$ cat src/rtl/board_pkg.sv
// board_pkg: shared definitions for the operand-entry stage.
//
// Contents:
//   DATA_W_DEF        default operand width (signed two's complement)
//   state_t           operand-entry FSM states {WAIT_A, WAIT_B, FULL}
//   LED_*             one-hot state indicator encodings
//   state_leds_of()   maps a state to its LED pattern
package board_pkg;

    localparam int DATA_W_DEF = 4;

    typedef enum logic [1:0] {
        WAIT_A = 2'd0,
        WAIT_B = 2'd1,
        FULL   = 2'd2
    } state_t;

    localparam logic [2:0] LED_WAIT_A = 3'b001;
    localparam logic [2:0] LED_WAIT_B = 3'b010;
    localparam logic [2:0] LED_FULL   = 3'b100;

    function automatic logic [2:0] state_leds_of(input state_t s);
        logic [2:0] leds;
        case (s)
            WAIT_A:  leds = LED_WAIT_A;
            WAIT_B:  leds = LED_WAIT_B;
            FULL:    leds = LED_FULL;
            default: leds = LED_WAIT_A;
        endcase
        return leds;
    endfunction

endpackage

$ cat src/rtl/sw_sync_filter.sv
// sw_sync_filter: conditions one raw control switch into a single-cycle
// rising-edge event.
//
// Build option: OPERAND_LOADER_DEBOUNCE_EN inserts a debounce filter between
// the synchroniser and the edge detector. Without it the filtered level is
// the synchronised level and no counter exists.
//
// Ports:
//   clk    in   board clock
//   reset  in   asynchronous active-low reset
//   sw     in   raw switch level
//   rise   out  one-cycle pulse on each filtered 0->1 transition
module sw_sync_filter
`ifdef OPERAND_LOADER_DEBOUNCE_EN
#(
    parameter int DEBOUNCE_CYCLES = 16
)
`endif
(
    input  logic clk,
    input  logic reset,
    input  logic sw,
    output logic rise
);

    logic [1:0] sync_q;
    logic [1:0] prime_q;
    logic       armed_q;
    logic       prev_q;
    logic       level;

    always_ff @(posedge clk or negedge reset) begin
        if (!reset) begin
            sync_q <= '0;
        end else begin
            sync_q <= {sync_q[0], sw};
        end
    end

`ifdef OPERAND_LOADER_DEBOUNCE_EN
    localparam int CNT_W = (DEBOUNCE_CYCLES > 1) ? $clog2(DEBOUNCE_CYCLES) : 1;
    localparam logic [CNT_W-1:0] CNT_LAST = CNT_W'(DEBOUNCE_CYCLES - 1);

    logic             filt_q;
    logic [CNT_W-1:0] cnt_q;

    // The filtered level flips only after the synchronised level has
    // disagreed with it for DEBOUNCE_CYCLES consecutive cycles; any agreeing
    // cycle restarts the count.
    always_ff @(posedge clk or negedge reset) begin
        if (!reset) begin
            filt_q <= 1'b0;
            cnt_q  <= '0;
        end else if (sync_q[1] != filt_q) begin
            if (cnt_q == CNT_LAST) begin
                filt_q <= sync_q[1];
                cnt_q  <= '0;
            end else begin
                cnt_q <= cnt_q + 1'b1;
            end
        end else begin
            cnt_q <= '0;
        end
    end

    assign level = filt_q;
`else
    assign level = sync_q[1];
`endif

    // A switch already high when reset releases must not produce an event.
    // prime_q marks when the synchroniser holds real switch samples; only a
    // genuine low seen after that arms the edge detector.
    always_ff @(posedge clk or negedge reset) begin
        if (!reset) begin
            prime_q <= '0;
            armed_q <= 1'b0;
            prev_q  <= 1'b0;
        end else begin
            prime_q <= {prime_q[0], 1'b1};
            armed_q <= armed_q | (prime_q[1] & ~sync_q[1]);
            prev_q  <= level;
        end
    end

    assign rise = level & ~prev_q & armed_q;

endmodule

$ cat src/rtl/operand_loader.sv
// operand_loader: sequential operand-entry stage feeding the signed adder.
// Captures operand A then operand B from one shared switch bus, stepped by
// a load switch; a clear switch returns to WAIT_A.
//
// Build option: OPERAND_LOADER_DEBOUNCE_EN enables debounce filtering of
// sw_load and sw_clear (DEBOUNCE_CYCLES stable cycles).
//
// Ports:
//   clk         in   board clock
//   reset       in   asynchronous active-low reset
//   sw_data     in   raw data switches (operand value)
//   sw_load     in   raw load switch; filtered rising edge captures
//   sw_clear    in   raw clear switch; filtered rising edge clears
//   op_a        out  operand A, registered, signed two's complement
//   op_b        out  operand B, registered, signed two's complement
//   op_valid    out  high while op_a/op_b hold a complete pair
//   pair_done   out  one-cycle pulse when B is captured
//   state_leds  out  one-hot state: WAIT_A=001, WAIT_B=010, FULL=100
//
// Output protocol: op_valid is a plain level qualifying op_a/op_b. The
// consumer is combinational and never acknowledges; the pair stays
// presented until the next load or clear changes it.
module operand_loader
    import board_pkg::*;
#(
    parameter int DATA_W          = DATA_W_DEF,
    parameter int DEBOUNCE_CYCLES = 16
)
(
    input  logic              clk,
    input  logic              reset,
    input  logic [DATA_W-1:0] sw_data,
    input  logic              sw_load,
    input  logic              sw_clear,
    output logic [DATA_W-1:0] op_a,
    output logic [DATA_W-1:0] op_b,
    output logic              op_valid,
    output logic              pair_done,
    output logic [2:0]        state_leds
);

    logic              load_ev;
    logic              clear_ev;
    logic [DATA_W-1:0] data_s1_q;
    logic [DATA_W-1:0] data_s2_q;

    state_t            state_q,    state_nxt;
    logic [DATA_W-1:0] op_a_q,     op_a_nxt;
    logic [DATA_W-1:0] op_b_q,     op_b_nxt;
    logic              valid_q,    valid_nxt;
    logic              pd_q,       pd_nxt;

`ifdef OPERAND_LOADER_DEBOUNCE_EN
    sw_sync_filter #(.DEBOUNCE_CYCLES(DEBOUNCE_CYCLES)) u_load (
        .clk   (clk),
        .reset (reset),
        .sw    (sw_load),
        .rise  (load_ev)
    );

    sw_sync_filter #(.DEBOUNCE_CYCLES(DEBOUNCE_CYCLES)) u_clear (
        .clk   (clk),
        .reset (reset),
        .sw    (sw_clear),
        .rise  (clear_ev)
    );
`else
    sw_sync_filter u_load (
        .clk   (clk),
        .reset (reset),
        .sw    (sw_load),
        .rise  (load_ev)
    );

    sw_sync_filter u_clear (
        .clk   (clk),
        .reset (reset),
        .sw    (sw_clear),
        .rise  (clear_ev)
    );
`endif

    // Data bus has the same two-stage depth as the load path, so the value
    // sampled on a load event is the one set alongside the load switch.
    always_ff @(posedge clk or negedge reset) begin
        if (!reset) begin
            data_s1_q <= '0;
            data_s2_q <= '0;
        end else begin
            data_s1_q <= sw_data;
            data_s2_q <= data_s1_q;
        end
    end

    // Next-state and operand update. Clear has priority over load.
    always_comb begin
        state_nxt = state_q;
        op_a_nxt  = op_a_q;
        op_b_nxt  = op_b_q;
        valid_nxt = valid_q;
        pd_nxt    = 1'b0;

        if (clear_ev) begin
            state_nxt = WAIT_A;
            op_a_nxt  = '0;
            op_b_nxt  = '0;
            valid_nxt = 1'b0;
        end else if (load_ev) begin
            case (state_q)
                WAIT_A: begin
                    op_a_nxt  = data_s2_q;
                    state_nxt = WAIT_B;
                end
                WAIT_B: begin
                    op_b_nxt  = data_s2_q;
                    valid_nxt = 1'b1;
                    pd_nxt    = 1'b1;
                    state_nxt = FULL;
                end
                FULL: begin
                    // Starting a new pair; op_b keeps the old value until
                    // the next B capture overwrites it.
                    op_a_nxt  = data_s2_q;
                    valid_nxt = 1'b0;
                    state_nxt = WAIT_B;
                end
                default: begin
                    state_nxt = WAIT_A;
                end
            endcase
        end
    end

    always_ff @(posedge clk or negedge reset) begin
        if (!reset) begin
            state_q <= WAIT_A;
            op_a_q  <= '0;
            op_b_q  <= '0;
            valid_q <= 1'b0;
            pd_q    <= 1'b0;
        end else begin
            state_q <= state_nxt;
            op_a_q  <= op_a_nxt;
            op_b_q  <= op_b_nxt;
            valid_q <= valid_nxt;
            pd_q    <= pd_nxt;
        end
    end

    assign op_a       = op_a_q;
    assign op_b       = op_b_q;
    assign op_valid   = valid_q;
    assign pair_done  = pd_q;
    assign state_leds = state_leds_of(state_q);

endmodule

$ cat config.mk
export PLATFORM = sky130hd
export DESIGN_NAME = operand_loader
export DESIGN_NICKNAME = d
export VERILOG_FILES = /design/src/rtl/board_pkg.sv /design/src/rtl/sw_sync_filter.sv /design/src/rtl/operand_loader.sv
export SDC_FILE = /design/constraint.sdc
export NUM_CORES = 1
export LEC_CHECK = 0
export BUFFER_PORTS_ARGS = -buffer_cell sky130_fd_sc_hd__buf_2
export CAP_MARGIN = 25
export CORE_AREA = 2 2 55 57
export DETAILED_ROUTE_END_ITERATION = 16
export DIE_AREA = 0 0 57 59
export GPL_ROUTABILITY_DRIVEN = 1
export HOLD_SLACK_MARGIN = 0.05
export SETUP_SLACK_MARGIN = 0.15
export SYNTH_ARGS = -nofsm -noshare
export SYNTH_HDL_FRONTEND = slang
export SYNTH_HIERARCHICAL = 1
export SYNTH_SLANG_ARGS = --single-unit
export TNS_END_PERCENT = 10
$ cat constraint.sdc
create_clock -name clk -period 2.05 [get_ports clk]
set_input_delay 0.205 -clock clk [delete_from_list [all_inputs] [get_ports clk]]
set_output_delay 0.205 -clock clk [all_outputs]
set_load 0.01 [all_outputs]
==> results.md, run 1 <==
- HPWL Detailed: around 1100 um
- Post-DR wirelength/cell: 11.8 um
- Critical Path Fanout Max: 5
- Final instance area: roughly 1400 um^2
- Antenna Nets Post-Route: 0
- CP Capture Type: output port
- Core Rows: 19
- Synth Cell Area: about 1100 um^2
- Vias: ~640
- Initial antenna violation count: 0
- Critical Path AT: approximately 1.3 ns
- Placed cell area: about 1300 um^2
- Max incr delay on CP: 0.50 ns
- Clock sinks: 32
- Fin. max-slew vios: 0
- I/O pins: 21
- Register area share after synthesis: a little under three quarters
- WL final: 1690 um
- Finished Core Util: 51.8%
- Die area: 3360 um^2
- Share of cells above drive strength 1: roughly 28%
- Drt drc: 0
- YS warnings: 6
- Max-cap violations: 0
- Setup TNS Final: 0 ns
- Area growth syn-to-layout: 25.0%
- Pwr dens: 984 nW/um^2
- Global Route Usage Sum: between 10% and 20%
- Worst relative slew slack: 55.1%
- Crit path cell chain: inv_1, ha_1, buf_2
- FF+latch count, synth: 32
- Status: completed
- Tightest Pin Transition: roughly 0.67 ns
- Setup Skew: 0.00851 ns
- Deepest clock path buffer count: 2
- Placeable core region: about 2700 um^2
- Clock Pin Slew Worst Setup and Hold Paths: 0.10 ns
- Grt ovf: 0
- Avg Vias per Cell: between 4 and 5
- Mean post-synth cell area: ~14 um^2
- Drt pass-1 iters: 2
- Total nets after synthesis: just under 90
- Worst Setup Slack, final: roughly 0.50 ns
- Clock tree from TritonCTS: built
- Worst slack at placement: 0.745 ns
- RSZ-0062 raised after global routing: no
- Maximum VDD drop: about 0.77 mV
- Max Freq: around 650 MHz
- Worst Path Required: 1.85 ns
- H-Tree Depth: 2
- WS Path Type: reg2out
- Cells after Synth: 78
- Worst setup SP type: flop
- DRT iter0 DRCs: 4
- P_leak: between 0.0007 and 0.0008 uW
- Ant diodes: 0
- Fin crit period: approximately 1.5 ns
- Clock Latency Late Sink: between 0.3 and 0.4 ns
- Vias in the first global route: 648
- CTS resizes: 0
- Hold Slack: roughly 0.36 ns
- Fin. Hold Viols: 0
- Die Wd: between 50 and 60 um
- First-pass GRT wire length: 2860 um
- Count of cell types in the netlist: 16
- Period utilization: around three quarters
- Die Y: about 59 um
- Starting Density: 41.4%
- Endpoints failing setup: 0
- Placer congestion estimate: 0.743
- Crit-path slowest cell: dfrtp_1
- Inserted Clock Buffers: 5
- Hold Path Class: reg2reg
- # port buffers: 20
- Root Buffer: clkbuf_4
- Largest net degree at the start of global routing: 33
- Final Net Count: around 120
- Fillers: between 200 and 300
power by group:
part | switching (uW) | total (uW) | internal [uW]
Clock | 211 | 465 | 254
Sequential | 36.2 | 723 | 686
Combinational | 101 | 192 | 91.0
Total | 348 | 1380 | 1030
cell type report:
class | count | area, um^2 | share of cell area, %
inverter | 4 | 15.0 | 1.07
sequential | 32 | 801 | 57.1
clock inverter | 3 | 42.5 | 3.03
timing repair buffer | 28 | 178 | 12.7
multi-input combinational | 40 | 290 | 20.7
clock buffer | 5 | 37.5 | 2.68
tap | 31 | 38.8 | 2.77
critical path, delay by kind of cell (launching register included):
family	cells	cell delay (ns)
flip-flops	1	0.50
adder cells (fa/ha/maj)	1	0.29
buffers and inverters	2	0.22
final timing paths:
path                                          end                       start  slack, ns  cells after the start
max                                 state_leds[0]      state_q[0]$_DFFE_PN0P_       0.50                      3
min                        data_s2_q[2]$_DFF_PN0_      data_s1_q[2]$_DFF_PN0_       0.36                      0
min in group asynchronous  state_q[0]$_DFFE_PN0P_                       reset       0.43                      2
min reg2reg                data_s2_q[2]$_DFF_PN0_      data_s1_q[2]$_DFF_PN0_       0.36                      0
max in group asynchronous     op_b[3]$_DFFE_PN0P_                       reset       1.18                      2
max reg2reg                   op_a[3]$_DFFE_PN0P_  u_load/sync_q[1]$_DFF_PN0_       0.77                      4
cells by family (layout without fill, tap and decap cells):
family	after synthesis	count (layout)	share of synthesized area, %
flops	32	32	71.3
simple gates	21	21	11.0
mux	8	8	7.14
compound gates	5	5	2.90
buf+inv	6	40	2.79
other cells	2	2	0.669
xor+xnor	1	1	0.781
fa+ha+maj	3	3	3.34
layout by cell type (no fill, tap or decap):
cell type / n
dfrtp_1: 32
buf_2: 20
nand2b_1: 13
mux2i_1: 8
dlygate4sd3_1: 7
clkbuf_4: 5
inv_1: 4
nor2_1: 4
ha_1: 3
a21oi_1: 2
a21o_1: 2
nand2_1: 2
conb_1: 2
nand2_2: 1
xnor2_1: 1
nor2b_4: 1
a211oi_1: 1
clkinv_2: 1
clkinvlp_4: 1
bufinv_16: 1
buf_4: 1
flip-flops by register name (all words and copies together), names as in the netlist, 2 cells and up:
register         flops
u_clear/prime_q      2
u_load/sync_q        2
op_a                 4
data_s1_q            4
state_q              2
u_clear/sync_q       2
data_s2_q            4
u_load/prime_q       2
op_b                 4
per-layer routing:
metal,global-route usage [%],wire length (um),vias up
li1,-,-,311
met1,13.0,720,303
met2,19.2,805,19
met3,8.08,120,4
met4,6.98,44,0
met5,0,0,-
timing repair:
item,in CTS,in global routing
setup endpoints to repair,0,0
endpoints found under the hold margin,38,0
buffers inserted,0,0
hold buffers,7,0
through the flow:
step,total power (uW),std cells
final,1380,143
after global routing,1470,143
after CTS,1400,143
after detailed placement,924,128
after global placement,916,128
after floorplan,844,78
cells in the mapped netlist, drive strengths merged:
library cell	n	area, um^2
a211oi	1	7.51
a21o	2	15.0
a21oi	2	10.0
buf	2	16.3
conb	2	7.51
dfrtp	32	801
ha	3	37.5
inv	4	15.0
mux2i	8	80.1
nand2	3	13.8
nand2b	13	81.3
nor2	4	15.0
nor2b	1	13.8
xnor2	1	8.76
Note: power is estimated with default switching activity, not from simulation.
==> inputs of run 2 (changes only) <==
clock period = 1.6 ns   (was 2.05 ns; I/O delays follow)
==> run 2 against run 1 <==
- critical path depth did not move
- critical endpoint unchanged
- first-iteration DRC count is 130% higher
- final cell count up 1.4%
- non-clock buffer count rose by 2
- clock-buffer cell count up 1
- worst hold slack got worse by 0.0017 ns
- routed wire length decreased by 6.0%
==> results.md, run 2 (synthesis results as in run 1) <==
- Fillers: 249 (-4.2%)
- Critical Path AT: 1.19 ns (-0.15 ns)
- Grt ovf: 0 (unchanged)
- Fin. Hold Viols: 0 (unchanged)
- Die Wd: 57 um (unchanged)
- Vias: 655 (+2.8%)
- Placeable core region: 2710 um^2 (unchanged)
- Die Y: 59 um (unchanged)
- GR peak layer: met2
- Post-DR wirelength/cell: 11.0 um (-7.3%)
- Die area: 3360 um^2 (unchanged)
- Worst relative slew slack: 56.0% (+0.93 points)
- GR Layer Usage met1: 11.8% (-1.3 points)
- Max Freq: ~740 MHz
- Max-cap violations: 0 (unchanged)
- Placer congestion estimate: 0.710 (-4.3%)
- Largest net degree at the start of global routing: 33 (unchanged)
- CP Capture Type: output port
- Multi-input logic area: 290 um^2 (unchanged)
- Area growth syn-to-layout: 26.1%
- Root Buffer: clkbuf_4
- Finished Core Util: 52.2% (+0.46 points)
- Share of cells above drive strength 1: 28.9% (+1.3 points)
- Clock sinks: 32 (unchanged)
- Maximum VDD drop: 0.880 mV (+14%)
- Fin. max-slew vios: 0 (unchanged)
- Vias in the first global route: 645 (-0.46%)
- Final Net Count: 124 (+1.6%)
- Met3 Usage GRT: 4.80% (-3.3 points)
- Tightest Pin Transition: 0.660 ns (-0.0139 ns)
- Sequential Area: 802 um^2 (+0.16%)
- Deepest clock path buffer count: 2 (unchanged)
- Setup Skew: 0.00584 ns (-0.00268 ns)
- Endpoints failing setup: 0 (unchanged)
- Period utilization: a little over four fifths
- Hold Path Class: reg2reg
- Antenna Nets Post-Route: 0 (unchanged)
- WS Path Type: reg2out
- Worst setup SP type: flop
- Initial antenna violation count: 0 (unchanged)
- Setup TNS Final: 0 ns (unchanged)
- Pwr dens: 1250 nW/um^2 (+27%)
- Commonest non-fill, non-tap cell in the layout: dfrtp_1
- Ant diodes: 0 (unchanged)
- RSZ-0062 raised after global routing: yes
- Most frequent cells in the layout: dfrtp_1, buf_2, nand2b_1, mux2i_1, dlygate4sd3_1
- First-pass GRT wire length: 2700 um (-5.3%)
- Status: completed
- H-Tree Depth: 2 (unchanged)
- Global Route Usage Sum: 11.3% (-1.2 points)
- Avg Vias per Cell: 4.52 (+1.4%)
- # port buffers: 20 (unchanged)
- P_leak: 0.000722 uW (+1.4%)
- Drt pass-1 iters: 4 (+2)
- Starting Density: 41.4% (unchanged)
- Core Rows: 19 (unchanged)
- Tot Pwr: 1770 uW (+28%)
- Grt met2 use: 18.4% (-0.82 points)
- Inserted Clock Buffers: 5 (unchanged)
- HPWL Detailed: 1050 um (-7.2%)
- WL final: 1590 um (-6.0%)
- Worst Path Required: 1.44 ns (-0.41 ns)
- I/O pins: 21 (unchanged)
- DRT iter0 DRCs: 9 (+5)
- Critical Path Fanout Max: 5 (unchanged)
- Clock Pin Slew Worst Setup and Hold Paths: 0.09 ns (about the same)
- Clock tree from TritonCTS: built
- Drt drc: 0 (unchanged)
- Fin crit period: 1.35 ns
- Clock Latency Late Sink: 0.32 ns (about the same)
[run 2: changes by cell type in the layout (fill, tap and decap cells not counted)]
cell	change
dfrtp_2	+1
clkbuf_1	+1
buf_4	+2
clkinvlp_4	-1
dfrtp_1	-1
[run 2: layer usage]
layer / share of wire [%] / vias up
li1: - / 312
met1: 43 / 314
met2: 47 / 22
met3: 6.7 / 7
met4: 2.3 / 0
met5: 0 / -
[run 2: worst paths after layout]
kind | from | end | slack [ns] | cells past startpoint
max | state_q[0]$_DFFE_PN0P_ | state_leds[0] | 0.25 | 3
min | data_s1_q[1]$_DFF_PN0_ | data_s2_q[1]$_DFF_PN0_ | 0.35 | 0
max reg2reg | u_load/sync_q[1]$_DFF_PN0_ | op_a[1]$_DFFE_PN0P_ | 0.31 | 4
min reg2reg | data_s1_q[1]$_DFF_PN0_ | data_s2_q[1]$_DFF_PN0_ | 0.35 | 0
max in group asynchronous | reset | state_q[0]$_DFFE_PN0P_ | 0.74 | 2
min in group asynchronous | reset | u_load/sync_q[0]$_DFF_PN0_ | 0.40 | 2
[run 2: timing repair]
action | in CTS | in global routing
endpoints found under the hold margin | 38 | 0
setup buffers | 0 | 2
hold buffers | 7 | 0
setup endpoints to repair | 1 | 2
pin swaps | 0 | 0
gates resized for setup | 1 | 0
[run 2: stage by stage]
stage	instance area [um^2]	hold WS [ns]	std cells	worst slack, ns
after global routing	1420	0.361	145	0.146
after CTS	1400	0.357	143	0.171
final	1420	0.354	145	0.255
after global placement	1250	0.232	128	0.346
after floorplan	1120	-0.136	78	0.401
after detailed placement	1250	0.241	128	0.305
[run 2: power by group]
part | internal, uW | leakage (uW) | total, uW | switching (uW)
clock | 327 | 0.0000422 | 581 | 253
combinational | 133 | 0.000293 | 270 | 138
sequential | 881 | 0.000387 | 920 | 38.9
total | 1340 | 0.000722 | 1770 | 430
[run 2: critical path, stage by stage, from the launching register on]
cell	delay, ns
dfrtp_2	0.40
inv_1	0.05
ha_1	0.28
buf_2	0.14
[run 2: cell type report]
| cell class | count | area share, % |
|---|---|---|
| multi-input cells | 40 | 20.5 |
| inverters | 4 | 1.06 |
| flip-flops and latches | 32 | 56.7 |
| clock inverters | 2 | 2.48 |
| clock buffers | 6 | 2.92 |
| repair buffers | 30 | 13.6 |
| well taps | 31 | 2.74 |
==> inputs of run 3 (changes only) <==
clock period = 1.3 ns   (was 1.6 ns; I/O delays follow)
==> run 3 against run 2 <==
- the run now ends with setup timing left
- register-to-register slack got worse by 0.20 ns
- sequential share of layout area down 1.6 points
- non-clock buffer count rose by 2
- power is 20% higher
- combinational power up 43%
- core utilization up 1.4 points
- first-iteration DRC count increased to 2.7 times the previous value
==> results.md, run 3 (synthesis results as in run 1) <==
- Clock sinks: 32 (unchanged)
- Sequential Area: 801 um^2 (-0.16%)
- Fin crit period: about 1.3 ns
- Max incr delay on CP: 0.40 ns (about the same)
- Worst r2r src: u_load/sync_q[1]$_DFF_PN0_
- Placeable core region: 2710 um^2 (unchanged)
- Worst Path Buf+Inv: 2 (unchanged)
- Area growth syn-to-layout: 29.5%
- Crit path cell chain: inv_1, ha_1, buf_2
- H-Tree Depth: 2 (unchanged)
- GR Layer Usage met1: 13.4% (+1.7 points)
- Placed cell area: 1270 um^2 (+1.4%)
- Worst setup SP type: flop
- Hold Path Class: in2async
- Final Net Count: 126 (+1.6%)
- Avg Vias per Cell: 4.47 (-0.99%)
- Setup Skew: 0.00780 ns (+0.00196 ns)
- Crit path max-delay family: flip-flops
- Ant diodes: 0 (unchanged)
- Placer congestion estimate: 0.757 (+6.5%)
- WL final: 1660 um (+4.3%)
- Critical Path AT: 1.18 ns (about the same)
- # port buffers: 20 (unchanged)
- Pwr dens: 1460 nW/um^2 (+17%)
- I/O pins: 21 (unchanged)
- Initial antenna violation count: 0 (unchanged)
- Endpoints failing setup: 1 (+1)
- Finished Core Util: 53.6% (+1.4 points)
- Final instance area: 1450 um^2 (+2.7%)
- Multi-input logic area: 327 um^2 (+13%)
- Fin. max-slew vios: 0 (unchanged)
- Largest net degree at the start of global routing: 33 (unchanged)
- Vias in the first global route: 615 (-4.7%)
- R2r endpoint: op_a[3]$_DFFE_PN0P_
- Max-cap violations: 0 (unchanged)
- Die area: 3360 um^2 (unchanged)
- DRT iter0 DRCs: 24 (+15)
- Root Buffer: clkbuf_4
- Worst Setup Slack, final: -0.00650 ns (-0.261 ns)
- Die Y: 59 um (unchanged)
- Starting Density: 41.4% (unchanged)
- Reg2Reg Depth: 4 (unchanged)
- Grt ovf: 0 (unchanged)
- Maximum VDD drop: 1.06 mV (+20%)
- Worst Path Required: 1.17 ns (-0.27 ns)
- Commonest non-fill, non-tap cell in the layout: dfrtp_1
- CP Launch Point: state_q[0]$_DFFE_PN0P_
- Stages on the worst setup path: 3 (unchanged)
- Fillers: 239 (-4.0%)
- HPWL Detailed: 1100 um (+4.8%)
- Max Freq: around 770 MHz
- Failing checks: setup timing
- Period utilization: 101%
- Inserted Clock Buffers: 5 (unchanged)
- Worst slack at placement: 0.101 ns (-0.205 ns)
- P_leak: 0.000731 uW (+1.2%)
- Vias: 653 (-0.31%)
- Status: finished with violations
- CP Capture Type: output port
- Clock Latency Late Sink: 0.32 ns (about the same)
- First-pass GRT wire length: 2710 um (+0.26%)
- WS Path Type: reg2out
- Drt pass-1 iters: 4 (unchanged)
- Fin. Hold Viols: 0 (unchanged)
- GR peak layer: met2
- Critical Path Fanout Max: 4 (-1)
- RSZ-0062 raised after global routing: yes
- Deepest clock path buffer count: 2 (unchanged)
- Die Wd: 57 um (unchanged)
- Hold Slack: 0.339 ns (-0.0146 ns)
- Core Rows: 19 (unchanged)
- Drt drc: 0 (unchanged)
- Share of cells above drive strength 1: 33.0% (+4.1 points)
- Most frequent cells in the layout: dfrtp_1, buf_2, nand2b_1, mux2i_1, dlygate4sd3_1
- Met3 Usage GRT: 6.55% (+1.7 points)
- Crit path to: state_leds[0]
- R2r setup slk: 0.11 ns (-0.20 ns)
- Clock tree from TritonCTS: built
- Clock Pin Slew Worst Setup and Hold Paths: 0.09 ns (about the same)
- Post-DR wirelength/cell: 11.3 um (+3.6%)
- Antenna Nets Post-Route: 0 (unchanged)
- Global Route Usage Sum: 11.5% (+0.20 points)
- Crit-path slowest cell: dfrtp_1
- Grt met2 use: 16.9% (-1.5 points)
-- run 3: cell types whose count changed in the layout (fill, tap and decap cells not counted), sizes merged --
| cell | delta |
|---|---|
| clkinv | -1 |
| bufinv | -1 |
| clkbuf | +1 |
| buf | +2 |
-- run 3: layer usage --
layer / vias up / routed length (um)
li1: 317 / -
met1: 312 / 724
met2: 19 / 799
met3: 5 / 102
met4: 0 / 30
met5: - / 0
-- run 3: worst min-delay path, stage by stage --
cell	delay, ns
dlygate4sd3_1	0.52
buf_2	0.09
buf_4	0.34
-- run 3: worst min-delay path by stage --
stage / end / depth (start not counted)
floorplan: data_s1_q[0]$_DFF_PN0_ / 0
global placement: state_q[0]$_DFFE_PN0P_ / 2
detailed placement: state_q[0]$_DFFE_PN0P_ / 2
CTS: state_q[0]$_DFFE_PN0P_ / 3
global route: u_clear/sync_q[1]$_DFF_PN0_ / 0
finish: state_q[0]$_DFFE_PN0P_ / 3
-- run 3: cell type report --
class | count | share of cell area (%)
sequential | 32 | 55.1
tap | 31 | 2.67
timing repair buffer | 32 | 14.3
clock buffer | 7 | 4.48
multi-input combinational | 40 | 22.5
inverter | 4 | 1.03
-- run 3: where the power goes --
part           leakage (uW)  total, uW  switching (uW)  internal, uW
logic              0.000305        386             193           193
clock network     0.0000374        605             299           306
registers          0.000388       1130            48.5          1080
total              0.000731       2120             541          1580
-- run 3: timing repair --
item | 4_1_cts | 5_1_grt
pin swaps | 3 | 2
gates resized for setup | 6 | 1
hold endpoints to repair | 38 | 0
hold buffers | 7 | 0
cloned | 0 | 0
setup buffers | 1 | 1
endpoints found under the setup margin | 8 | 11
-- run 3: metrics by stage --
stage	TNS, ns	std cells	power, uW
2_1_floorplan	0	78	1330
3_3_place_gp	0	130	1460
4_1_cts	-0.0246	145	2130
6_report	-0.00650	146	2120
3_5_place_dp	0	130	1470
5_1_grt	-0.0874	146	2240
